<file path="src/rtl/fetch_pkg.sv">
// Shared types, redirect encodings and default parameters for the instruction fetch unit.
package fetch_pkg;

    typedef enum logic [1:0] {
        ST_FETCH = 2'd0,
        ST_HOLD  = 2'd1,
        ST_ERROR = 2'd2
    } fetch_state_t;

    localparam logic [1:0] SEL_NONE   = 2'b00;
    localparam logic [1:0] SEL_BRANCH = 2'b01;
    localparam logic [1:0] SEL_JAL    = 2'b10;
    localparam logic [1:0] SEL_JALR   = 2'b11;

    localparam int          DEF_XLEN     = 32;
    localparam int          DEF_IMEM_AW  = 10;
    localparam int          DEF_FQ_DEPTH = 4;
    localparam logic [63:0] DEF_RESET_PC = 64'h0;

    // Low two bits of the effective redirect target; jalr drops bit 0.
    function automatic logic [1:0] redirect_lsbs(input logic [1:0] sel, input logic [1:0] lsbs);
        logic [1:0] r;
        unique case (sel)
            SEL_JALR:            r = {lsbs[1], 1'b0};
            SEL_BRANCH, SEL_JAL: r = lsbs;
            default:             r = lsbs;
        endcase
        return r;
    endfunction

endpackage

</file>
<file path="src/rtl/fetch_unit_if.sv">
// Redirect, instruction-memory and decode-side signals of the fetch unit.
interface fetch_unit_if
    import fetch_pkg::*;
#(
    parameter int XLEN     = DEF_XLEN,
    parameter int IMEM_AW  = DEF_IMEM_AW,
    parameter int FQ_DEPTH = DEF_FQ_DEPTH
);
    logic                        redirect_valid;
    logic [1:0]                  redirect_sel;
    logic [XLEN-1:0]             redirect_target;
    logic                        imem_req;
    logic [IMEM_AW-1:0]          imem_addr;
    logic [31:0]                 imem_rdata;
    // inst_valid/inst_ready: an entry moves only on a cycle where both are high;
    // while inst_valid waits on inst_ready, inst_data and inst_pc stay fixed.
    logic                        inst_valid;
    logic                        inst_ready;
    logic [31:0]                 inst_data;
    logic [XLEN-1:0]             inst_pc;
    logic [$clog2(FQ_DEPTH):0]   fq_count;
    logic                        misalign_err;

    modport master (
        input  redirect_valid, redirect_sel, redirect_target, imem_rdata, inst_ready,
        output imem_req, imem_addr, inst_valid, inst_data, inst_pc, fq_count, misalign_err
    );

    modport slave (
        output redirect_valid, redirect_sel, redirect_target, imem_rdata, inst_ready,
        input  imem_req, imem_addr, inst_valid, inst_data, inst_pc, fq_count, misalign_err
    );
endinterface

</file>
<file path="src/rtl/fetch_queue.sv">
// Synchronous FIFO of {pc, instruction} entries with a single-cycle flush.
module fetch_queue #(
    parameter int DEPTH = 4,
    parameter int W     = 64
) (
    input  logic                     clk,
    input  logic                     rst,
    input  logic                     flush_i,
    input  logic                     push_i,
    input  logic [W-1:0]             push_data_i,
    input  logic                     pop_i,
    output logic                     valid_o,
    output logic [W-1:0]             head_o,
    output logic [$clog2(DEPTH):0]   count_o
);
    localparam int AW = $clog2(DEPTH);

    logic [W-1:0]  mem_q [DEPTH];
    logic [AW-1:0] wr_ptr_q;
    logic [AW-1:0] rd_ptr_q;
    logic [AW:0]   count_q;
    logic          do_pop;

    assign do_pop  = pop_i && (count_q != '0);
    assign valid_o = (count_q != '0);
    assign count_o = count_q;
    // Empty queue presents zeros so decode never sees stale storage.
    assign head_o  = valid_o ? mem_q[rd_ptr_q] : '0;

    always_ff @(posedge clk or posedge rst) begin
        if (rst) begin
            wr_ptr_q <= '0;
            rd_ptr_q <= '0;
            count_q  <= '0;
        end else if (flush_i) begin
            wr_ptr_q <= '0;
            rd_ptr_q <= '0;
            count_q  <= '0;
        end else begin
            if (push_i) wr_ptr_q <= wr_ptr_q + 1'b1;
            if (do_pop) rd_ptr_q <= rd_ptr_q + 1'b1;
            unique case ({push_i, do_pop})
                2'b10:   count_q <= count_q + 1'b1;
                2'b01:   count_q <= count_q - 1'b1;
                default: ;
            endcase
        end
    end

    always_ff @(posedge clk) begin
        if (push_i && !flush_i) mem_q[wr_ptr_q] <= push_data_i;
    end

endmodule

</file>
<file path="src/rtl/fetch_unit.sv">
// Instruction fetch: PC sequencing, redirect handling and fetch-queue flow control.
module fetch_unit
    import fetch_pkg::*;
#(
    parameter int              XLEN     = DEF_XLEN,
    parameter int              IMEM_AW  = DEF_IMEM_AW,
    parameter int              FQ_DEPTH = DEF_FQ_DEPTH,
    parameter logic [XLEN-1:0] RESET_PC = XLEN'(DEF_RESET_PC)
) (
    input  logic            clk,
    input  logic            reset,
    fetch_unit_if.master    bus,
    output fetch_state_t    state_o,
    output logic [XLEN-1:0] fetch_pc_o
);
    localparam int CW = $clog2(FQ_DEPTH) + 1;

    fetch_state_t    state_q, state_d;
    logic [XLEN-1:0] fetch_pc_q, fetch_pc_d;
    logic [XLEN-1:0] inflight_pc_q;
    logic            inflight_q;
    logic            err_q, err_d;

    logic            redir_acc;
    logic            redir_mis;
    logic [XLEN-1:0] redir_pc;
    logic            issue;
    logic            pop;
    logic            push;
    logic            full;
    logic            room;
    logic [CW:0]     occupancy;
    logic [CW-1:0]   count;
    logic            head_valid;
    logic [XLEN+31:0] head;

    assign redir_acc = bus.redirect_valid && (bus.redirect_sel != SEL_NONE);
    assign redir_pc  = {bus.redirect_target[XLEN-1:2],
                        redirect_lsbs(bus.redirect_sel, bus.redirect_target[1:0])};
    assign redir_mis = redir_pc[1];

    // In-flight responses already own a slot, so they count against capacity.
    assign occupancy = {1'b0, count} + {{CW{1'b0}}, inflight_q};
    assign room      = occupancy < (CW+1)'(FQ_DEPTH);
    assign full      = (count == CW'(FQ_DEPTH));

    // No request in a redirect cycle, so the only response ever squashed is the one arriving now.
    assign issue = !reset && (state_q == ST_FETCH) && !redir_acc && room;
    assign push  = inflight_q && !redir_acc;
    assign pop   = head_valid && bus.inst_ready;

    always_comb begin
        state_d    = state_q;
        fetch_pc_d = fetch_pc_q;
        err_d      = err_q;
        if (redir_acc) begin
            fetch_pc_d = redir_pc;
            state_d    = redir_mis ? ST_ERROR : ST_FETCH;
            err_d      = redir_mis;
        end else begin
            unique case (state_q)
                ST_FETCH: begin
                    if (issue) fetch_pc_d = fetch_pc_q + XLEN'(4);
                    if (full && !inflight_q) state_d = ST_HOLD;
                end
                ST_HOLD:  if (!full) state_d = ST_FETCH;
                ST_ERROR: ;
                default:  state_d = ST_FETCH;
            endcase
        end
    end

    always_ff @(posedge clk or posedge reset) begin
        if (reset) begin
            state_q       <= ST_FETCH;
            fetch_pc_q    <= RESET_PC;
            inflight_q    <= 1'b0;
            inflight_pc_q <= '0;
            err_q         <= 1'b0;
        end else begin
            state_q    <= state_d;
            fetch_pc_q <= fetch_pc_d;
            inflight_q <= issue;
            err_q      <= err_d;
            if (issue) inflight_pc_q <= fetch_pc_q;
        end
    end

    fetch_queue #(
        .DEPTH (FQ_DEPTH),
        .W     (XLEN + 32)
    ) u_queue (
        .clk         (clk),
        .rst         (reset),
        .flush_i     (redir_acc),
        .push_i      (push),
        .push_data_i ({inflight_pc_q, bus.imem_rdata}),
        .pop_i       (pop),
        .valid_o     (head_valid),
        .head_o      (head),
        .count_o     (count)
    );

    assign bus.imem_req     = issue;
    assign bus.imem_addr    = fetch_pc_q[IMEM_AW+1:2];
    assign bus.inst_valid   = head_valid;
    assign bus.inst_data    = head[31:0];
    assign bus.inst_pc      = head[XLEN+31:32];
    assign bus.fq_count     = count;
    assign bus.misalign_err = err_q;
    assign state_o          = state_q;
    assign fetch_pc_o       = fetch_pc_q;

endmodule

</file>
<file path="src/flat_wrapper.sv">
// flat-port wrapper written by rule: the top's interface ports become plain ports
module fetch_unit_flat import fetch_pkg::*;
#(
    parameter int              XLEN     = DEF_XLEN,
    parameter int              IMEM_AW  = DEF_IMEM_AW,
    parameter int              FQ_DEPTH = DEF_FQ_DEPTH,
    parameter logic [XLEN-1:0] RESET_PC = XLEN'(DEF_RESET_PC)
)
  (clk, reset, state_o, fetch_pc_o, bus_redirect_valid, bus_redirect_sel, bus_redirect_target, bus_imem_rdata, bus_inst_ready, bus_imem_req, bus_imem_addr, bus_inst_valid, bus_inst_data, bus_inst_pc, bus_fq_count, bus_misalign_err);
  fetch_unit_if #(.XLEN(XLEN), .IMEM_AW(IMEM_AW), .FQ_DEPTH(FQ_DEPTH)) bus_i ();
  input  logic clk;
  input  logic reset;
  output fetch_state_t state_o;
  output logic [XLEN-1:0] fetch_pc_o;
  input wire logic [$bits(bus_i.redirect_valid)-1:0] bus_redirect_valid;
  input wire logic [$bits(bus_i.redirect_sel)-1:0] bus_redirect_sel;
  input wire logic [$bits(bus_i.redirect_target)-1:0] bus_redirect_target;
  input wire logic [$bits(bus_i.imem_rdata)-1:0] bus_imem_rdata;
  input wire logic [$bits(bus_i.inst_ready)-1:0] bus_inst_ready;
  output wire logic [$bits(bus_i.imem_req)-1:0] bus_imem_req;
  output wire logic [$bits(bus_i.imem_addr)-1:0] bus_imem_addr;
  output wire logic [$bits(bus_i.inst_valid)-1:0] bus_inst_valid;
  output wire logic [$bits(bus_i.inst_data)-1:0] bus_inst_data;
  output wire logic [$bits(bus_i.inst_pc)-1:0] bus_inst_pc;
  output wire logic [$bits(bus_i.fq_count)-1:0] bus_fq_count;
  output wire logic [$bits(bus_i.misalign_err)-1:0] bus_misalign_err;
  assign bus_i.redirect_valid = bus_redirect_valid;
  assign bus_i.redirect_sel = bus_redirect_sel;
  assign bus_i.redirect_target = bus_redirect_target;
  assign bus_i.imem_rdata = bus_imem_rdata;
  assign bus_i.inst_ready = bus_inst_ready;
  assign bus_imem_req = bus_i.imem_req;
  assign bus_imem_addr = bus_i.imem_addr;
  assign bus_inst_valid = bus_i.inst_valid;
  assign bus_inst_data = bus_i.inst_data;
  assign bus_inst_pc = bus_i.inst_pc;
  assign bus_fq_count = bus_i.fq_count;
  assign bus_misalign_err = bus_i.misalign_err;
  fetch_unit #(.XLEN(XLEN), .IMEM_AW(IMEM_AW), .FQ_DEPTH(FQ_DEPTH), .RESET_PC(RESET_PC)) u_core (.clk(clk), .reset(reset), .bus(bus_i), .state_o(state_o), .fetch_pc_o(fetch_pc_o));
endmodule
</file>
<file path="config.mk">
export PLATFORM = sky130hd
export DESIGN_NAME = fetch_unit_flat
export DESIGN_NICKNAME = d
export VERILOG_FILES = /design/src/rtl/fetch_pkg.sv /design/src/rtl/fetch_unit_if.sv /design/src/rtl/fetch_queue.sv /design/src/rtl/fetch_unit.sv /design/src/flat_wrapper.sv
export SDC_FILE = /design/constraint.sdc
export NUM_CORES = 1
export LEC_CHECK = 0
export ABC_CLOCK_PERIOD_IN_PS = 3200
export CAP_MARGIN = 20
export CORE_ASPECT_RATIO = 0.75
export CORE_MARGIN = 5
export CORE_UTILIZATION = 51
export DETAILED_ROUTE_END_ITERATION = 10
export GPL_ROUTABILITY_DRIVEN = 0
export PLACE_DENSITY = 0.78
export SYNTH_ARGS = -nofsm -noshare
export SYNTH_HDL_FRONTEND = slang
export SYNTH_SLANG_ARGS = --single-unit
</file>
<file path="constraint.sdc">
create_clock -name clk -period 3.2 [get_ports clk]
set_input_delay 0.64 -clock clk [delete_from_list [all_inputs] [get_ports clk]]
set_output_delay 0.64 -clock clk [all_outputs]
set_load 0.02 [all_outputs]
</file>
# Word-level counts from Yosys, hierarchy flattened
# Memories as Yosys holds them, arrays and structs flattened.
# Index checks and enable logic that the tools add are counted.
word_totals:
  regBits: 75
  mem_bits_rw: 256
  input_bits: 70
  mem_count: 1
classes:
  n_addsub: 6
  magnitude_cmp: 1
  n_eq_ne: 9
  mux: 18
  n_reduce_logical: 22
memory_table:
  columns: ["name", "words", "width", "read_ports", "rd_clocked_by_memory_dff", "write_ports", "line_no", "rtl"]
  rows:
  - ["u_core.u_queue.mem_q", 4, 64, 1, 0, 1, "fetch_queue.sv:18", "logic [W-1:0] mem_q [DEPTH];"]
op_table:
  columns: ["op", "n"]
  rows:
  - ["2-to-1 mux 32 bit", 3]
  - ["2-to-1 mux 64 bit", 1]
  - ["adder 32 x 3 -> 32 bit (second input constant)", 1]
  - ["2-to-1 mux 2 bit", 8]
  - ["nonzero test 2 bit", 5]
  - ["logical AND 1 bit", 9]
  - ["== test 2 bit (second input constant)", 3]
  - ["!= test 3 x 2 -> 1 bit (second input constant)", 2]
  - ["one-hot mux 2 bit (3 select lines)", 1]
  - ["one-hot mux 3 bit (2 select lines)", 1]
  - ["nonzero test 3 bit", 2]
  - ["adder 2 x 1 -> 2 bit (second input constant)", 2]
  - ["adder 3 x 1 -> 4 bit", 1]
  - ["== test 2 x 1 -> 1 bit (second input constant)", 2]
  - ["less-than comparator 4 x 3 -> 1 bit (second input constant)", 1]
  - ["adder 3 x 1 -> 3 bit (second input constant)", 1]
  - ["== test 3 bit (second input constant)", 1]
  - ["zero test 1 bit", 3]
  - ["2-to-1 mux 1 bit", 3]
  - ["2-to-1 mux 3 bit", 1]
  - ["AND reduction 3 bit", 1]
  - ["subtractor 3 x 1 -> 3 bit (second input constant)", 1]
  - ["zero test 2 bit", 1]
  - ["!= test 2 x 1 -> 1 bit (second input constant)", 1]
  - ["AND reduction 2 bit", 1]

# Longest topological paths before layout
# Gate-level depths: netlist (run 1).
logic_depth:
  ltp_word: 8
  mapped_depth: 9

# Cells and area by module
# A second synthesis (run 1) with hierarchy kept.
hier_totals:
  hier_cells: 818
  hier_area_um2: 13365.3
modules_own_cells:
  columns: ["module", "instances", "cells_each", "area_each_um2", "seq_area_each_um2"]
  rows:
  - ["fetch_queue", 1, 455, 10129.7, 7862.5]
  - ["fetch_unit", 1, 363, 3235.6, 1701.6]

# Worst setup path before layout (run 1)
# Ideal clock, no wire load.
synth_path:
  path_type: "input -> register"
  startpoint: "in bus_redirect_sel[1]"
  endpoint: "mem u_core.u_queue.mem_q[0][0] (enable)"
  setup_ps: 429
  arrival_time_ps: 2767
  setup_slack_ps: 4
  stages: 3
  n_path_buf: 1
  path_cell_list: "o21ai_1 clkbuf_1 and3_1"
synth_via:
  elab_chain_len: 7
synth_lines:
  columns: ["element", "line_no", "rtl"]
  rows:
  - ["start: declaration", "flat_wrapper.sv:16", "input wire logic [$bits(bus_i.redirect_sel)-1:0] bus_redirect_sel;"]
  - ["nonzero test 2 bit (*)", "fetch_unit.sv:37", "assign redir_acc = bus.redirect_valid && (bus.redirect_sel != SEL_NONE);"]
  - ["logical AND 1 bit (*)", "fetch_unit.sv:37", null]
  - ["zero test 1 bit (*)", "fetch_queue.sv:51, fetch_unit.sv:49", null]
  - ["logical AND 1 bit", "fetch_unit.sv:49", "assign push = inflight_q && !redir_acc;"]
  - ["logical AND 1 bit (*)", "fetch_queue.sv:51", "if (push_i && !flush_i) mem_q[wr_ptr_q] <= push_data_i;"]
  - ["2-to-1 mux 1 bit (*)", "fetch_queue.sv:51", null]
  - ["2-to-1 mux 1 bit (implied by the code) (*)", "fetch_queue.sv:51", null]
  - ["end: declaration", "fetch_queue.sv:18", null]
# Every way passes the cells marked *; elsewhere a longest branch is shown, timed or not.

# Worst setup path in the final report (run 1)
layout_path:
  startpoint: "reg u_core.u_queue.rd_ptr_q[0]"
  endpoint: "out bus_inst_data[6]"
layout_via:
  elab_chain_len: 2
layout_lines:
  columns: ["element", "line_no", "rtl"]
  rows:
  - ["start: declaration", "fetch_queue.sv:20", "logic [AW-1:0] rd_ptr_q;"]
  - ["start signal: assignment", "fetch_queue.sv:41", "if (do_pop) rd_ptr_q <= rd_ptr_q + 1'b1;"]
  - ["memory (4 x 64 bit)", null, null]
  - ["2-to-1 mux 64 bit", "fetch_queue.sv:28", "assign head_o = valid_o ? mem_q[rd_ptr_q] : '0;"]
  - ["end: declaration", "flat_wrapper.sv:23", "output wire logic [$bits(bus_i.inst_data)-1:0] bus_inst_data;"]
# Every way passes these cells.

==> results of run 1 <==
[synthesized netlist by cell type (all sizes together) (4+ instances only)]
master	instances	area, µm²
a211oi	11	82.58
and4	6	52.55
buf	31	167.7
edfxtp	256	7687
a311oi	4	35.03
o211ai	4	30.03
mux4	64	1441
o21ai	11	55.05
xor2	6	52.55
nand3	12	72.57
nand2	127	476.7
and3	13	81.33
nor3	10	50.05
a21oi	7	35.03
ha	6	75.07
xnor2	9	78.83
nand4	7	58.81
dfrtp	75	1877
and2	67	419.2
nor4	7	73.82
nor2	29	108.9
inv	5	18.77
clkbuf	21	78.83
[through the flow]
step	power [µW]	util, %
floorplan	8092	-
global placement	9934	60.98
detailed placement	10030	60.98
finish	13970	66.08
global route	14620	66.07
CTS	14090	65.54
[report_power, final]
| group | switching [µW] | internal [µW] | total, µW |
|---|---|---|---|
| sequential | 517 | 5350 | 5870 |
| combinational | 2070 | 1970 | 4040 |
| clock | 1570 | 2490 | 4050 |
[worst register-to-register path, stage by stage (launching register included)]
cell	delay (ps)
dfrtp_1	490
or3_4	480
and2_1	240
ha_1	250
fa_1	380
xnor2_1	140
or3_1	300
a21oi_1	140
[sequential cells by signal (all words and copies together) (netlist names)]
register / cells
u_core.bus.misalign_err: 1
u_core.u_queue.mem_q: 256
u_core.u_queue.rd_ptr_q: 2
u_core.inflight_pc_q: 32
u_core.inflight_q: 1
u_core.u_queue.count_o: 3
u_core.fetch_pc_o: 32
u_core.state_o: 2
u_core.u_queue.wr_ptr_q: 2
[kinds of logic (layout without fill, tap and decap cells)]
family / after synthesis / after routing / synth area share [%]
AOI/OAI and AO/OA: 51 / 51 / 2.637
xor gates and xnor gates: 15 / 15 / 0.9855
adders and majority gates: 7 / 7 / 0.7133
buffers and inverters: 58 / 285 / 2.027
DFF: 331 / 331 / 71.74
muxes: 66 / 66 / 10.96
other: 0 / 1 / 0
and+or+nand+nor: 287 / 287 / 10.93
[path summary, 6_finish.rpt]
path	startpoint	cells past startpoint	end
setup / recovery	u_core.u_queue.rd_ptr_q[0]$_DFFE_PP0P_	4	bus_inst_data[6]
hold / removal	u_core.inflight_pc_q[15]$_DFFE_PP0P_	0	u_core.u_queue.mem_q[2][47]$_DFFE_PP_
max in group asynchronous	reset	3	u_core.fetch_pc_o[10]$_DFFE_PP0P_
setup reg to reg	u_core.u_queue.count_o[0]$_DFFE_PP0P_	7	u_core.u_queue.count_o[2]$_DFFE_PP0P_
min in group asynchronous	reset	2	u_core.inflight_pc_q[12]$_DFFE_PP0P_
hold reg to reg	u_core.inflight_pc_q[15]$_DFFE_PP0P_	0	u_core.u_queue.mem_q[2][47]$_DFFE_PP_
[what timing repair did]
item                       4_1_cts  5_1_grt
setup endpoints to repair       64       32
cloned                           0        1
setup buffers                    2        4
hold buffers                     0        0
resized for setup                6       30
[metal layers]
layer  vias to the layer above  part of all wire [%]  wire length, µm  global-route usage [%]
met2                       345                    45            13780                   31.46
met4                         0                   1.2              364                   4.297
met3                        31                   9.2             2777                   4.817
met5                         -                     0                0                       0
li1                       3493                     -                -                       -
met1                      3917                    44            13410                   31.14
[final cells by class]
type	instances	area [µm²]	share of cell area, %
clock inverter	15	183.9	1.077
tap	344	430.4	2.520
inverter	6	25.02	0.1465
sequential	331	9572	56.05
multi-input combinational	426	3526	20.65
timing repair buffer	217	2355	13.79
clock buffer	47	983.4	5.759
antenna	1	2.502	0.01465
==> results.txt, run 1 <==
----------------------------------------------------
[Status]
  Outcome ... finished, final reports clean

[Clock network]
  Sink count of the clock tree ... 331
  Clock latency of the later-clocked register in the worst-skew pair ... 510 ps
  Clk Tree Root Cell ... clkbuf_16
  CTS Buf Count ... 34
  Clock Path Buffers ... 3
  H-tree level count ... 2
  CTS tree ... yes
  Clock slew at reported path FFs ... 60 ps

[Place]
  Post-Place Setup Slack ... 301.0 ps
  Count of input and output buffers ... 183
  Post-detailed-placement cell area ... 0.01576 mm²
  HPWL after detailed placement ... 19860 µm
  Cell Count Post-Placement ... 1317

[Job]
  Maxcap violations ... 0

[Finish]
  Non-Filler Instances ... 1387
  Leading cell types in the layout, fill and taps excluded ... edfxtp_1 (256), clkdlybuf4s50_1 (150), nand2_1 (127)
  Layout net count ... 1093
  Synth-to-layout area growth ... 28.10%
  Share of layout cells above drive strength 1 ... 15.45%
  Most common cell after layout, fill and taps aside ... edfxtp_1
  Fill cell count ... 1778
  Area of all placed cells without fillers ... 0.01708 mm²

[STA]
  Clock period minus worst slack ... 3131 ps
  Max Clock Freq ... 319.4 MHz
  Hold violation count in the final report ... 0
  Worst hold slack after final layout ... 524.3 ps
  Post-route setup slack ... 69.08 ps
  Normalized max-slew margin ... 49.53%
  Setup repair after global routing missed its margin ... yes
  Least-Margin Pin Slew ... 756.1 ps
  Setup-failing EPs final ... 0
  Final period utilization ... 97.84%
  Layout Skew ... 24.34 ps
  Setup total negative slack ... 0 ps
  Number of slew-limit violations in the final report ... 0

[Detailed routing]
  Via count ... 7786
  Total wire length after detailed routing ... 30330 µm
  Detailed-route vias per instance ... 5.614
  Iteration-0 DRC Markers ... 784
  Wirelength per Cell ... 21.87 µm
  Drt first pass iters ... 5
  Remaining antenna violation count ... 0
  Detailed-route DRC error count ... 0

[Critical path]
  Crit path largest cell delay ... 560 ps
  Number of buffers and inverters on the critical path ... 2
  Worst path arrival time ... 2490 ps
  Cell-by-cell trace of the critical path ... clkbuf_16 > mux4_2 > and2_1 > clkdlybuf4s50_1
  Largest fanout on the critical path ... 12
  CP required ... 2560 ps
  Reg2Reg Setup Slack ... 720 ps
  Worst Setup End Kind ... output pin
  Top delay family on crit path ... buffers and inverters
  Worst-path cell with the longest stage delay ... dfrtp_4
  Worst Setup Path Type ... reg -> out
  Critical path launch point type ... register

[Power and ir drop]
  Total leakage power ... 0.006396 µW
  Maximum vdd drop ... 0.3839 mV
  Power density over the cells ... 817.9 mW/mm²

[Yosys]
  Mapped Cells ... 815
  Part of the Yosys area used for sequential elements ... 71.74%
  Post-synth EDFFs ... 256
  Number of distinct standard cells referenced by the synthesized netlist ... 47
  YS warnings ... 0
  Synthesized area per cell ... 16.36 µm²
  Netlist area before placement ... 0.01333 mm²
  Net count of the mapped netlist ... 892
  Dominant register cell in the synthesized netlist ... edfxtp_1
  Number of synthesized register bits ... 331
  Fraction of registers with async set or reset after synthesis ... 22.66%

[Hold path]
  Class of the worst hold path ... reg -> reg

[Global route]
  Overflow left after global routing ... 0
  Vias in the first global route ... 8108
  Global-route usage over all layers ... 20.66%
  Antenna violations before repair ... 0
  Maximum number of pins on one net before global-route repair ... 52
  First-pass GRT wire length ... 47080 µm

[Floorplan]
  Die span in x ... 196.7 µm
  Starting Density ... 51.59%
  Height of the die ... 150.0 µm
  DIE AREA ... 0.02951 mm²
  Total I/O pin count ... 184
  Placeable Area ... 0.02584 mm²
  Count of standard-cell rows ... 51

----------------------------------------------------
Power figures use the tool's default switching activity.
==> run 2: changes to the inputs <==
ABC_CLOCK_PERIOD_IN_PS = 3070   (was 3200)
DONT_BUFFER_PORTS = 1   (was default)
PLACE_DENSITY = 0.69   (was 0.78)
RECOVER_POWER = 100   (was default)
clock period = 3.07 ns   (was 3.2 ns; I/O delays follow)
==> run 2 against run 1 <==
  * The flow now finishes with violations (max-capacitance violations, max-slew violations)
  * Cell count shrank 14%
  * Worst hold slack got worse by 300 ps
  * Global-route usage down 0.96 points
  * Core utilization down 9.0 points
  * Combinational power down 30%
  * Via count down 10%
  * Register-to-register slack got worse by 460 ps
  * Sequential cell count stayed put
  * Clock-buffer cell count is 5 lower
  * Highest routed layer is now met5
==> results.txt, run 2 (same netlist as run 1, synthesis figures left out) <==
----------------------------------------------------
[Detailed routing]
  Iteration-0 DRC Markers ... 467 (was 784)
  Total wire length after detailed routing ... 28550 µm (was 30330 µm)
  Drt first pass iters ... 5 (unchanged)
  Detailed-route vias per instance ... 5.865 (was 5.614)
  Detailed-route DRC error count ... 0 (unchanged)
  Via count ... 6991 (was 7786)
  Wirelength per Cell ... 23.95 µm (was 21.87 µm)
  Remaining antenna violation count ... 0 (unchanged)

[Critical path]
  Worst-path cell with the longest stage delay ... or3_2 (was dfrtp_4)
  CP required ... 2460 ps (was 2560 ps)
  Critical path launch point type ... register (unchanged)
  Reg2Reg Setup Slack ... 260 ps (was 720 ps)
  Number of buffers and inverters on the critical path ... 1 (was 2)
  Worst Setup Path Type ... reg -> out (unchanged)
  Worst Setup End Kind ... output pin (unchanged)
  Crit path largest cell delay ... 540 ps (was 560 ps)
  Largest fanout on the critical path ... 65 (was 12)
  Cell-by-cell trace of the critical path ... or3_2 > buf_4 > and2_0 (was clkbuf_16 > mux4_2 > and2_1 > clkdlybuf4s50_1)
  Top delay family on crit path ... simple AND/OR/NAND/NOR gates (was buffers and inverters)
  Worst path arrival time ... 2280 ps (was 2490 ps)

[Finish]
  Antenna cell count ... 0 (was 1)
  Flip-flop count of the largest register after layout ... 256 (unchanged)
  Layout net count ... 900 (was 1093)
  Most common cell after layout, fill and taps aside ... edfxtp_1 (unchanged)
  Largest reg by FF count ... u_core.u_queue.mem_q (unchanged)
  Share of layout cells above drive strength 1 ... 16.04% (was 15.45%)
  Leading cell types in the layout, fill and taps excluded ... edfxtp_1 (256), nand2_1 (127), dfrtp_1 (73) (was edfxtp_1 (256), clkdlybuf4s50_1 (150), nand2_1 (127))
  Synth-to-layout area growth ... 10.66% (was 28.10%)
  Util after Layout ... 57.09% (was 66.08%)

[Floorplan]
  Die span in x ... 196.7 µm (unchanged)
  Placeable Area ... 0.02584 mm² (unchanged)
  Starting Density ... 51.59% (unchanged)
  Height of the die ... 150.0 µm (unchanged)
  DIE AREA ... 0.02951 mm² (unchanged)
  Total I/O pin count ... 184 (unchanged)
  Count of standard-cell rows ... 51 (unchanged)

[Global route]
  Maximum number of pins on one net before global-route repair ... 66 (was 52)
  First-pass GRT wire length ... 44680 µm (was 47080 µm)
  Overflow left after global routing ... 0 (unchanged)
  Vias in the first global route ... 7532 (was 8108)
  Antenna violations before repair ... 2 (was 0)
  Global-route usage over all layers ... 19.71% (was 20.66%)

[Power and ir drop]
  Switching power total ... 4087 µW (was 4159 µW)
  Total leakage power ... 0.005019 µW (was 0.006396 µW)
  Part of the total power dissipated in the clock network ... 29.5% (was 29.0%)
  Cell internal pwr ... 8704 µW (was 9808 µW)
  Portion of total power attributed to combinational logic ... 22.2% (was 28.9%)
  Power density over the cells ... 867.0 mW/mm² (was 817.9 mW/mm²)
  Switching share of total power ... 31.95% (was 29.78%)
  Reg power frac ... 48.3% (was 42.0%)
  Maximum vdd drop ... 1.017 mV (was 0.3839 mV)

[STA]
  Number of slew-limit violations in the final report ... 74 (was 0)
  Normalized max-slew margin ... -23.48% (was 49.53%)
  Clock period minus worst slack ... 2894 ps
  Setup repair after global routing missed its margin ... no (was yes)
  Max Clock Freq ... 345.6 MHz
  Final period utilization ... 94.26%
  Least-Margin Pin Slew ... 1852 ps (was 756.1 ps)
  Layout Skew ... 22.38 ps (was 24.34 ps)
  Hold violation count in the final report ... 0 (unchanged)
  Setup-failing EPs final ... 0 (unchanged)
  Setup total negative slack ... 0 ps (unchanged)

[Clock network]
  Clk Tree Root Cell ... clkbuf_16 (unchanged)
  CTS Buf Count ... 34 (unchanged)
  Sink count of the clock tree ... 331 (unchanged)
  CTS tree ... yes (unchanged)
  H-tree level count ... 2 (unchanged)
  Count of buffers added by post-CTS timing repair for setup ... 0 (was 2)
  Clock Path Buffers ... 3 (unchanged)
  Number of hold buffers added after CTS ... 0 (unchanged)
  Clock latency of the later-clocked register in the worst-skew pair ... 500 ps (was 510 ps)
  Clock slew at reported path FFs ... 60 ps (about the same)
  PostCTS Resize Cnt ... 0 (was 6)

[Status]
  Violations in the final reports ... max-capacitance violations, max-slew violations
  Outcome ... finished, violations left (was finished, final reports clean)

[Hold path]
  Class of the worst hold path ... in -> reg (was reg -> reg)

[Job]
  Maxcap violations ... 2 (was 0)

[Place]
  Count of input and output buffers ... 0 (was 183)
  HPWL after detailed placement ... 18430 µm (was 19860 µm)

----------------------------------------------------
-- run 2: cell types whose count changed in the layout (fill, tap and decap cells not counted), sizes merged --
| cell | change |
|---|---|
| buf | -18 |
| bufinv | -4 |
| clkbuf | +3 |
| clkdlybuf4s50 | -150 |
| clkinv | +7 |
| clkinvlp | +1 |
| diode | -1 |
| dlygate4sd2 | -5 |
| dlymetal6s2s | -28 |
-- run 2: worst reg2reg max path, stage by stage (launching register included) --
cell	delay, ps
dfrtp_1	430
inv_1	120
ha_1	170
and3_1	980
buf_4	710
-- run 2: path summary, 6_finish.rpt --
path	startpoint	endpoint	depth (start not counted)
worst min-delay path	bus_imem_rdata[8]	u_core.u_queue.mem_q[3][8]$_DFFE_PP_	0
worst max register to register	u_core.u_queue.wr_ptr_q[0]$_DFFE_PP0P_	u_core.u_queue.mem_q[0][16]$_DFFE_PP_	4
max in group asynchronous	reset	u_core.fetch_pc_o[29]$_DFFE_PP0P_	2
worst max-delay path	u_core.u_queue.count_o[2]$_DFFE_PP0P_	bus_inst_pc[16]	3
min in group asynchronous	reset	u_core.state_o[0]$_DFFE_PP0P_	1
worst min register to register	u_core.inflight_pc_q[28]$_DFFE_PP0P_	u_core.u_queue.mem_q[3][60]$_DFFE_PP_	0
-- run 2: cell type report --
type	count	area (µm²)
multi-input cells	426	3480
fillers	2009	11090
well taps	344	430.4
flip-flops and latches	331	9572
repair buffers	24	221.5
clock buffers	42	922.1
inverters	6	25.02
clock inverters	19	102.6
-- run 2: power by group through the flow --
stage	registers, µW	logic (µW)	clock network, µW
6_report	6180	2840	3770
3_3_place_gp	6200	2900	0
3_5_place_dp	6270	2970	0
2_1_floorplan	6060	2360	0
5_1_grt	6250	3120	4070
4_1_cts	6180	2980	3860
-- run 2: metrics by stage --
stage	setup WS (ps)	hold slack, ps	cell area (µm²)	cells	total power [µW]
after floorplan	304.7	475.8	13340	815	8429
after global placement	527.2	489.1	13820	1131	9104
after detailed placement	467.7	501.8	13820	1131	9242
after CTS	185.1	51.65	14850	1192	13020
after global routing	46.55	185.5	14750	1192	13450
final	176.1	220.8	14750	1192	12790
-- run 2: layer usage --
layer,up-vias,routed length [µm],GRT usage [%]
met5,-,34,0
met4,4,449,3.950
met3,42,2722,6.595
met2,297,13660,30.82
met1,3545,11680,27.61
li1,3103,-,-
==> run 3: changes to the inputs <==
CORE_MARGIN = 2   (was 5)
==> run 3 against run 2 <==
  * The run still ends with max-capacitance violations, max-slew violations left
  * Sequential power about the same
  * Via count increased by 0.64%
  * Critical endpoint is now bus_inst_data[5]
  * First-iteration DRC count decreased by 4.7%
==> results.txt, run 3 (same netlist as run 1, synthesis figures left out) <==
----------------------------------------------------
[Detailed routing]
  Total wire length after detailed routing ... 28110 µm (was 28550 µm)
  Iteration-0 DRC Markers ... 445 (was 467)
  Detailed-route vias per instance ... 5.933 (was 5.865)
  Via count ... 7036 (was 6991)
  Drt first pass iters ... 5 (unchanged)
  Remaining antenna violation count ... 0 (unchanged)
  Detailed-route DRC error count ... 0 (unchanged)
  Wirelength per Cell ... 23.70 µm (was 23.95 µm)

[Hold path]
  Class of the worst hold path ... in -> reg (unchanged)

[Clock network]
  PostCTS Resize Cnt ... 0 (unchanged)
  H-tree level count ... 1 (was 2)
  Number of hold buffers added after CTS ... 0 (unchanged)
  Clock slew at reported path FFs ... 60 ps (about the same)
  CTS tree ... yes (unchanged)
  Count of buffers added by post-CTS timing repair for setup ... 0 (unchanged)
  Clk Tree Root Cell ... clkbuf_16 (unchanged)
  Sink count of the clock tree ... 331 (unchanged)
  Clock latency of the later-clocked register in the worst-skew pair ... 550 ps (was 500 ps)
  Clock Path Buffers ... 3 (unchanged)
  CTS Buf Count ... 31 (was 34)

[Critical path]
  Critical path launch point type ... register (unchanged)
  Crit path largest cell delay ... 530 ps (was 540 ps)
  Worst path arrival time ... 2310 ps (was 2280 ps)
  Largest fanout on the critical path ... 65 (unchanged)
  Worst Setup Path Type ... reg -> out (unchanged)
  CP required ... 2460 ps (about the same)
  Worst Setup End Kind ... output pin (unchanged)
  Cell-by-cell trace of the critical path ... or3_2 > buf_4 > and2_1 (was or3_2 > buf_4 > and2_0)
  Worst-path cell with the longest stage delay ... or3_2 (unchanged)

[Floorplan]
  Die span in x ... 190.7 µm (was 196.7 µm)
  Placeable Area ... 0.02584 mm² (unchanged)
  DIE AREA ... 0.02746 mm² (was 0.02951 mm²)
  Height of the die ... 144.0 µm (was 150.0 µm)
  Total I/O pin count ... 184 (unchanged)
  Starting Density ... 51.59% (unchanged)
  Count of standard-cell rows ... 51 (unchanged)

[Global route]
  Global-route usage over all layers ... 20.97% (was 19.71%)
  Antenna violations before repair ... 2 (unchanged)
  Overflow left after global routing ... 0 (unchanged)
  First-pass GRT wire length ... 43370 µm (was 44680 µm)
  Maximum number of pins on one net before global-route repair ... 66 (unchanged)
  Vias in the first global route ... 7437 (was 7532)

[Power and ir drop]
  Switching power total ... 4008 µW (was 4087 µW)
  Total leakage power ... 0.005058 µW (was 0.005019 µW)
  Portion of total power attributed to combinational logic ... 21.7% (was 22.2%)
  Part of the total power dissipated in the clock network ... 30.4% (was 29.5%)
  Switching share of total power ... 30.88% (was 31.95%)
  Cell internal pwr ... 8971 µW (was 8704 µW)
  Maximum vdd drop ... 0.8909 mV (was 1.017 mV)
  Reg power frac ... 47.8% (was 48.3%)
  Power density over the cells ... 879.0 mW/mm² (was 867.0 mW/mm²)

[STA]
  Normalized max-slew margin ... -49.23% (was -23.48%)
  Number of slew-limit violations in the final report ... 220 (was 74)
  Post-route setup slack ... 143.4 ps (was 176.1 ps)
  Setup total negative slack ... 0 ps (unchanged)
  Least-Margin Pin Slew ... 2226 ps (was 1852 ps)
  Layout Skew ... 17.89 ps (was 22.38 ps)
  Setup-failing EPs final ... 0 (unchanged)
  Setup repair after global routing missed its margin ... no (unchanged)
  Max Clock Freq ... 341.7 MHz (was 345.6 MHz)
  Final period utilization ... 95.33% (was 94.26%)
  Clock period minus worst slack ... 2927 ps (was 2894 ps)
  Hold violation count in the final report ... 0 (unchanged)

[Finish]
  Leading cell types in the layout, fill and taps excluded ... edfxtp_1 (256), nand2_1 (127), dfrtp_1 (73) (unchanged)
  Largest reg by FF count ... u_core.u_queue.mem_q (unchanged)
  Synth-to-layout area growth ... 10.77% (was 10.66%)
  Layout net count ... 895 (was 900)
  Flip-flop and latch area ... 0.009572 mm² (unchanged)
  Fill cell count ... 2010 (was 2009)
  Share of layout cells above drive strength 1 ... 15.58% (was 16.04%)
  Flip-flop count of the largest register after layout ... 256 (unchanged)
  Multi-input logic area ... 0.003481 mm² (was 0.003480 mm²)
  Most common cell after layout, fill and taps aside ... edfxtp_1 (unchanged)

[Place]
  HPWL after detailed placement ... 17640 µm (was 18430 µm)
  Count of input and output buffers ... 0 (unchanged)
  Post-Place Setup Slack ... 428.4 ps (was 467.7 ps)

[Job]
  Maxcap violations ... 5 (was 2)

[Status]
  Outcome ... finished, violations left (unchanged)
  Violations in the final reports ... max-capacitance violations, max-slew violations (unchanged)

----------------------------------------------------
## run 3: changes by cell type in the layout (fill, tap and decap cells not counted), moves of 4 or more
cell and delta:
and2_0 -48, and2_1 +48, bufinv_16 +6, clkbuf_16 -4
clkinv_1 -4
## run 3: power by group through the flow
stage	Sequential, µW	Clock [µW]	Combinational, µW
CTS	6220	4020	2920
global route	6300	4210	3090
floorplan	6060	0	2360
detailed placement	6310	0	2910
finish	6210	3950	2820
global placement	6240	0	2850
## run 3: worst paths after layout
kind                            slack, ps                             startpoint                                     to  cells after the start
worst max-delay path                  140  u_core.u_queue.count_o[2]$_DFFE_PP0P_                       bus_inst_data[5]                      3
worst min-delay path                  160                     bus_imem_rdata[30]  u_core.u_queue.mem_q[1][30]$_DFFE_PP_                      0
worst max register to register        260       u_core.fetch_pc_o[2]$_DFFE_PP0P_       u_core.fetch_pc_o[6]$_DFFE_PP0P_                      6
worst min register to register        520   u_core.inflight_pc_q[11]$_DFFE_PP0P_  u_core.u_queue.mem_q[1][43]$_DFFE_PP_                      0
max in group asynchronous             970                                  reset       u_core.fetch_pc_o[9]$_DFFE_PP0P_                      2
min in group asynchronous             520                                  reset          u_core.state_o[0]$_DFFE_PP0P_                      1
## run 3: per-stage QoR
| step | utilization [%] | total power (µW) | hold WS (ps) | std cells | instance area [µm²] |
|---|---|---|---|---|---|
| 5_1_grt | 57.13 | 13590 | 129.1 | 1185 | 14760 |
| 3_3_place_gp | 53.44 | 9083 | 487.4 | 1129 | 13810 |
| 6_report | 57.14 | 12980 | 158.1 | 1186 | 14770 |
| 2_1_floorplan | - | 8429 | 475.8 | 815 | 13340 |
| 3_5_place_dp | 53.44 | 9217 | 503.1 | 1129 | 13810 |
| 4_1_cts | 57.50 | 13160 | 113.7 | 1185 | 14860 |
## run 3: worst max-delay path: cells and delay by family (launching register included)
family	cells	cell delay, ps
buffers and inverters	1	320
DFF	1	520
and+or+nand+nor	2	850
## run 3: cell type report
cell class | instances | share of cell area (%)
Sequential cell | 331 | 64.82
Tap cell | 344 | 2.915
Clock buffer | 41 | 5.575
Multi-Input combinational cell | 426 | 23.57
Clock inverter | 15 | 1.542
Timing Repair Buffer | 22 | 1.390
Inverter | 6 | 0.1695
Antenna cell | 1 | 0.01695
## run 3: routing by layer
metal  track usage (%)  part of all wire (%)  vias to the layer above
met5                 0                 0.046                        -
met4             4.039                   1.5                        2
met1             28.91                    42                     3612
li1                  -                     -                     3076
met3             6.236                   9.3                       44
met2             33.74                    47                      302
==> variant 1, RTL diff (config.mk and constraints of run 3) <==
The package constant `DEF_IMEM_AW` goes from 10 to 9.
--- a/src/rtl/fetch_pkg.sv
+++ b/src/rtl/fetch_pkg.sv
@@ -15,3 +15,3 @@
     localparam int          DEF_XLEN     = 32;
-    localparam int          DEF_IMEM_AW  = 10;
+    localparam int          DEF_IMEM_AW  = 9;
     localparam int          DEF_FQ_DEPTH = 4;
Interface: changed (resized bus_imem_addr); port bits go from 184 to 183. No check against the original RTL was run, so the function may have changed too.
==> variant 1 against run 3 <==
The flow still finishes with violations (max-capacitance violations, max-slew violations). Routed wire length increased by 1.8%. Total power decreased by 1.9%. Final area decreased by 0.22%. Setup slack improved by 0.084 ns. Sequential cell count unchanged. Non-clock buffer count increased by 8. Global-route usage increased by 0.18 points. Area after synthesis about the same. Critical path type unchanged. Critical endpoint is now bus_inst_pc[4].
==> variant 1: results (changes against run 3) <==
* Vias in the first global route at 7368 (-0.93%)
* Pre-CTS WS at 0.528 ns (+0.0996 ns)
* Bufs w/o clock at 30 (+36%)
* Failing checks: max-capacitance violations, max-slew violations
* Sequential cell area fraction in the yosys report at 0.718 (about the same)
* Inserted Clock Buffers at 34 (+9.7%)
* Layout Skew at 0.0254 ns (+0.00753 ns)
* Layout cell share with drive strength beyond 1 at 0.155 (-0.00102)
* Final net count at 906 (+1.2%)
* Met2 Use GR at 0.337 (-0.000574)
* Multi-input combinational area share at 0.236 (+0.000437)
* Post-Synth Adder-Cell Area at 0.00714 (about the same)
* Status: complete, but fails checks
* Top post-synthesis cells by area: edfxtp_1 (58%), dfrtp_1 (14%), mux4_2 (11%)
* Compound-Gate Fraction of Synth Area at 0.0264 (about the same)
* Metal2 WL at 13.4 mm (+0.44%)
* Storage cell area at 0.00957 sq mm (unchanged)
* DR top layer: met4
* XOR/XNOR Fraction of Synth Area at 0.00986 (about the same)
* First DRT Iteration DRCs at 734 (+65%)
* WP data arrival at 2.23 ns (-0.08 ns)
* Max-Slew Margin vs Limit at -0.200 (+0.292)
* Met1 Use GR at 0.293 (+0.00383)
* Wl on met1 at 12.1 mm (+2.7%)
* Mean routed wirelength per cell at 23.9 um (+0.79%)
* First-pass GRT wire length at 43.5 mm (+0.27%)
* MaxCap Viol Count at 4 (-1)
* VDD IR max at 0.740 mV (-17%)
* H-tree Lvls at 2 (+1)
* Mux contribution to synthesized area at 0.110 (about the same)
* Largest net degree at the start of global routing at 66 (unchanged)
* Clk cell area share at 0.0679 (-0.00332)
* Psw at 0.00405 W (+1.1%)
* P_leak at 5.00 nW (-1.1%)
* Hpwl dp at 18.3 mm (+3.7%)
* Total Routing Usage GR at 0.211 (+0.00180)
* Syn Nets at 891 (-0.11%)
* Routed wl met3 at 2.79 mm (+6.7%)
* GR Layer Usage met3 at 0.0636 (+0.00121)
* # fillers at 1976 (-1.7%)
* Total of warnings raised by yosys at 0 (unchanged)
* Initial antenna violation count at 1 (-1)
* Vias per cell at 5.97 (+0.63%)
* Seq cells at 331 (unchanged)
* Clkbuf count at 45 (+9.8%)
* Slew Limit Fails at 138 (-37%)
* Worst-Skew Late Latency at 0.49 ns (-0.06 ns)
variant 1: cell count changes after synthesis:
| cell | before | now |
|---|---|---|
| buf_4 | 10 | 9 |
variant 1: metrics by stage:
stage / power, W / instance area [sq um] / std cells / util / hold slack [ns]
2_1_floorplan: 0.00842 / 13300 / 814 / - / 0.476
3_3_place_gp: 0.00910 / 13900 / 1137 / 0.537 / 0.489
3_5_place_dp: 0.00924 / 13900 / 1137 / 0.537 / 0.508
4_1_cts: 0.0129 / 14900 / 1197 / 0.575 / 0.0755
5_1_grt: 0.0133 / 14700 / 1197 / 0.570 / 0.185
6_report: 0.0127 / 14700 / 1198 / 0.570 / 0.211
variant 1: critical path, cell delays in order, from the launching register on:
cell and delay [ns]:
dfrtp_1 0.57, or3_2 0.20, buf_4 0.49, and2_0 0.45
variant 1: power by group through the flow:
stage	sequential, W	clock, W	combinational (W)
after global placement	0.00615	0	0.00295
after global routing	0.00621	0.00396	0.00315
after CTS	0.00613	0.00378	0.00304
after detailed placement	0.00622	0	0.00302
final	0.00613	0.00371	0.00289
after floorplan	0.00606	0	0.00236
variant 1: worst paths after layout:
check / startpoint / end / slack, ns / cells after the start
setup / recovery: u_core.u_queue.count_o[1] / bus_inst_pc[4] / 0.23 / 3
hold / removal: bus_imem_rdata[31] / u_core.u_queue.mem_q[2][31] / 0.21 / 0
setup reg to reg: u_core.u_queue.wr_ptr_q[0] / u_core.u_queue.mem_q[2][15] / 0.27 / 4
hold reg to reg: u_core.inflight_pc_q[4] / u_core.u_queue.mem_q[0][36] / 0.52 / 0
max in group asynchronous: reset / u_core.u_queue.count_o[0] / 1.21 / 2
min in group asynchronous: reset / u_core.state_o[1] / 0.40 / 1
==> variant 2, RTL diff (flow settings as in run 3) <==
Without the edit above. Make the reset (`reset` and `rst`) synchronous in 2 clocked blocks.
--- a/src/rtl/fetch_queue.sv
+++ b/src/rtl/fetch_queue.sv
@@ -29,3 +29,3 @@
 
-    always_ff @(posedge clk or posedge rst) begin
+    always_ff @(posedge clk) begin
         if (rst) begin
--- a/src/rtl/fetch_unit.sv
+++ b/src/rtl/fetch_unit.sv
@@ -72,3 +72,3 @@
 
-    always_ff @(posedge clk or posedge reset) begin
+    always_ff @(posedge clk) begin
         if (reset) begin
Behaviour: differs if reset is asserted again (counterexample within 4 cycles, from zero or initial values and one cycle with reset high); with reset held inactive, the same outputs for 4 cycles.
==> variant 2 against run 3 <==
The run still ends with max-capacitance violations, max-slew violations left. Routed wire length is 3.0% lower. Sequential cell count rose by 2. Final area shrank 0.27%. Synthesized cell count is 3.8% higher. Area after synthesis down 0.51%. Setup slack improved by 0.071 ns. Sequential share of layout area fell by 2.1 points. Highest routed layer is now met4.
Power is not compared: it rests on default switching activity, and its combinational part moved more than twofold at a synthesized area within 25%.
==> variant 2: results (changes against run 3) <==
* Diodes inserted at 0 (-1)
* Layout cell share with drive strength beyond 1 at 0.157 (+0.00130)
* Total of warnings raised by yosys at 0 (unchanged)
* Final net count at 936 (+4.6%)
* Post-synth top cells: edfxtp_1 (256), nand2_1 (93), dfxtp_1 (77)
* P_leak at 4.75 nW
* Worst-Skew Late Latency at 0.51 ns (-0.04 ns)
* CTS root buffer: clkbuf_16
* Hpwl dp at 18.0 mm (+2.1%)
* CTS resizes at 0 (unchanged)
* Largest net degree at the start of global routing at 70 (+6.1%)
* Final cell count without fillers at 1229 (+3.6%)
* Syn Area/Cell at 15.7 sq um (-4.2%)
* Clock Path Buffers at 3 (unchanged)
* CP startpoint: u_core.u_queue.count_o[0]
* Top post-synthesis cells by area: edfxtp_1 (58%), dfxtp_1 (12%), mux4_2 (11%)
* Hold Path Origin: reset
* Setup bufs post-CTS at 0 (unchanged)
* Vias in the first global route at 6900 (-7.2%)
* Netlist cell types at 52 (+11%)
* Sequential cell area fraction in the yosys report at 0.696 (-0.0216)
* First-pass GRT wire length at 41.1 mm (-5.1%)
* Status: complete, but fails checks
* First DRT Iteration DRCs at 550 (+24%)
* Slew Limit Fails at 65 (-70%)
* Initial antenna violation count at 0 (-2)
* Vias per cell at 5.75 (-3.0%)
* Syn Nets at 923 (+3.5%)
* Register with the most flip-flops: u_core.u_queue.mem_q
* Failing checks: max-capacitance violations, max-slew violations
* H-tree Lvls at 2 (+1)
* Layout Skew at 0.0154 ns (-0.00253 ns)
* Crit path max fanout at 26 (-60%)
* Pre-antenna DRT Iters at 5 (unchanged)
* Placed Area at 0.0138 sq mm (-0.21%)
* Inserted Clock Buffers at 34 (+9.7%)
* Largest register FFs at 256 (unchanged)
* Pre-CTS WS at 0.754 ns (+0.326 ns)
* WP data arrival at 2.24 ns (-0.07 ns)
* Mean routed wirelength per cell at 22.2 um (-6.4%)
* MaxCap Viol Count at 2 (-3)
* RR Startpoint: u_core.inflight_q
* Ys async rst share at 0 (-0.227)
* Slew @ Worst Pin at 1.53 ns (-0.699 ns)
* Total Routing Usage GR at 0.200 (-0.00924)
[variant 2: final cells by class]
| type | count | area [sq um] |
|---|---|---|
| fillers | 2060 | 11100 |
| clock inverters | 20 | 198 |
| well taps | 344 | 430 |
| inverters | 13 | 48.8 |
| flip-flops and latches | 333 | 9240 |
| multi-input cells | 443 | 3660 |
| clock buffers | 42 | 945 |
| repair buffers | 34 | 211 |
[variant 2: layer usage]
layer / vias up / global-route usage / part of all wire
li1: 3217 / - / -
met1: 3541 / 0.294 / 0.45
met2: 270 / 0.302 / 0.45
met3: 43 / 0.0525 / 0.082
met4: 0 / 0.0490 / 0.017
met5: - / 0 / 0
[variant 2: path summary, 6_finish.rpt]
check / slack (ns) / cells past startpoint / to
worst max-delay path: 0.21 / 3 / bus_inst_pc[2]
worst min register to register: 0.49 / 2 / u_core.inflight_pc_q[8]
worst max register to register: 0.35 / 2 / u_core.u_queue.mem_q[1][22]
worst min-delay path: 0.17 / 1 / u_core.fetch_pc_o[24]
[variant 2: power by group]
group / total [W] / internal [W] / switching (W)
registers: 0.00505 / 0.00494 / 0.000107
clock network: 0.00417 / 0.00253 / 0.00164
logic: 0.000485 / 0.000157 / 0.000328
[variant 2: cell families (layout without fill, tap and decap cells)]
family          after synthesis  in the layout  synth area share
simple gates                259            259             0.103
flops                       333            333             0.696
buf+inv                      70            109            0.0260
xor+xnor                     30             30            0.0198
compound gates               82             82            0.0391
mux                          65             65             0.109
fa+ha+maj                     7              7           0.00717
[variant 2: per-stage QoR]
stage	utilization	power (W)
after floorplan	-	0.00553
after global placement	0.535	0.00565
after detailed placement	0.535	0.00566
after CTS	0.579	0.00981
after global routing	0.571	0.0100
final	0.571	0.00971
[variant 2: worst max-delay path: stages, from the launching register on]
cell	delay, ns
dfxtp_1	0.42
or3_2	0.59
clkbuf_2	0.35
and2_0	0.35
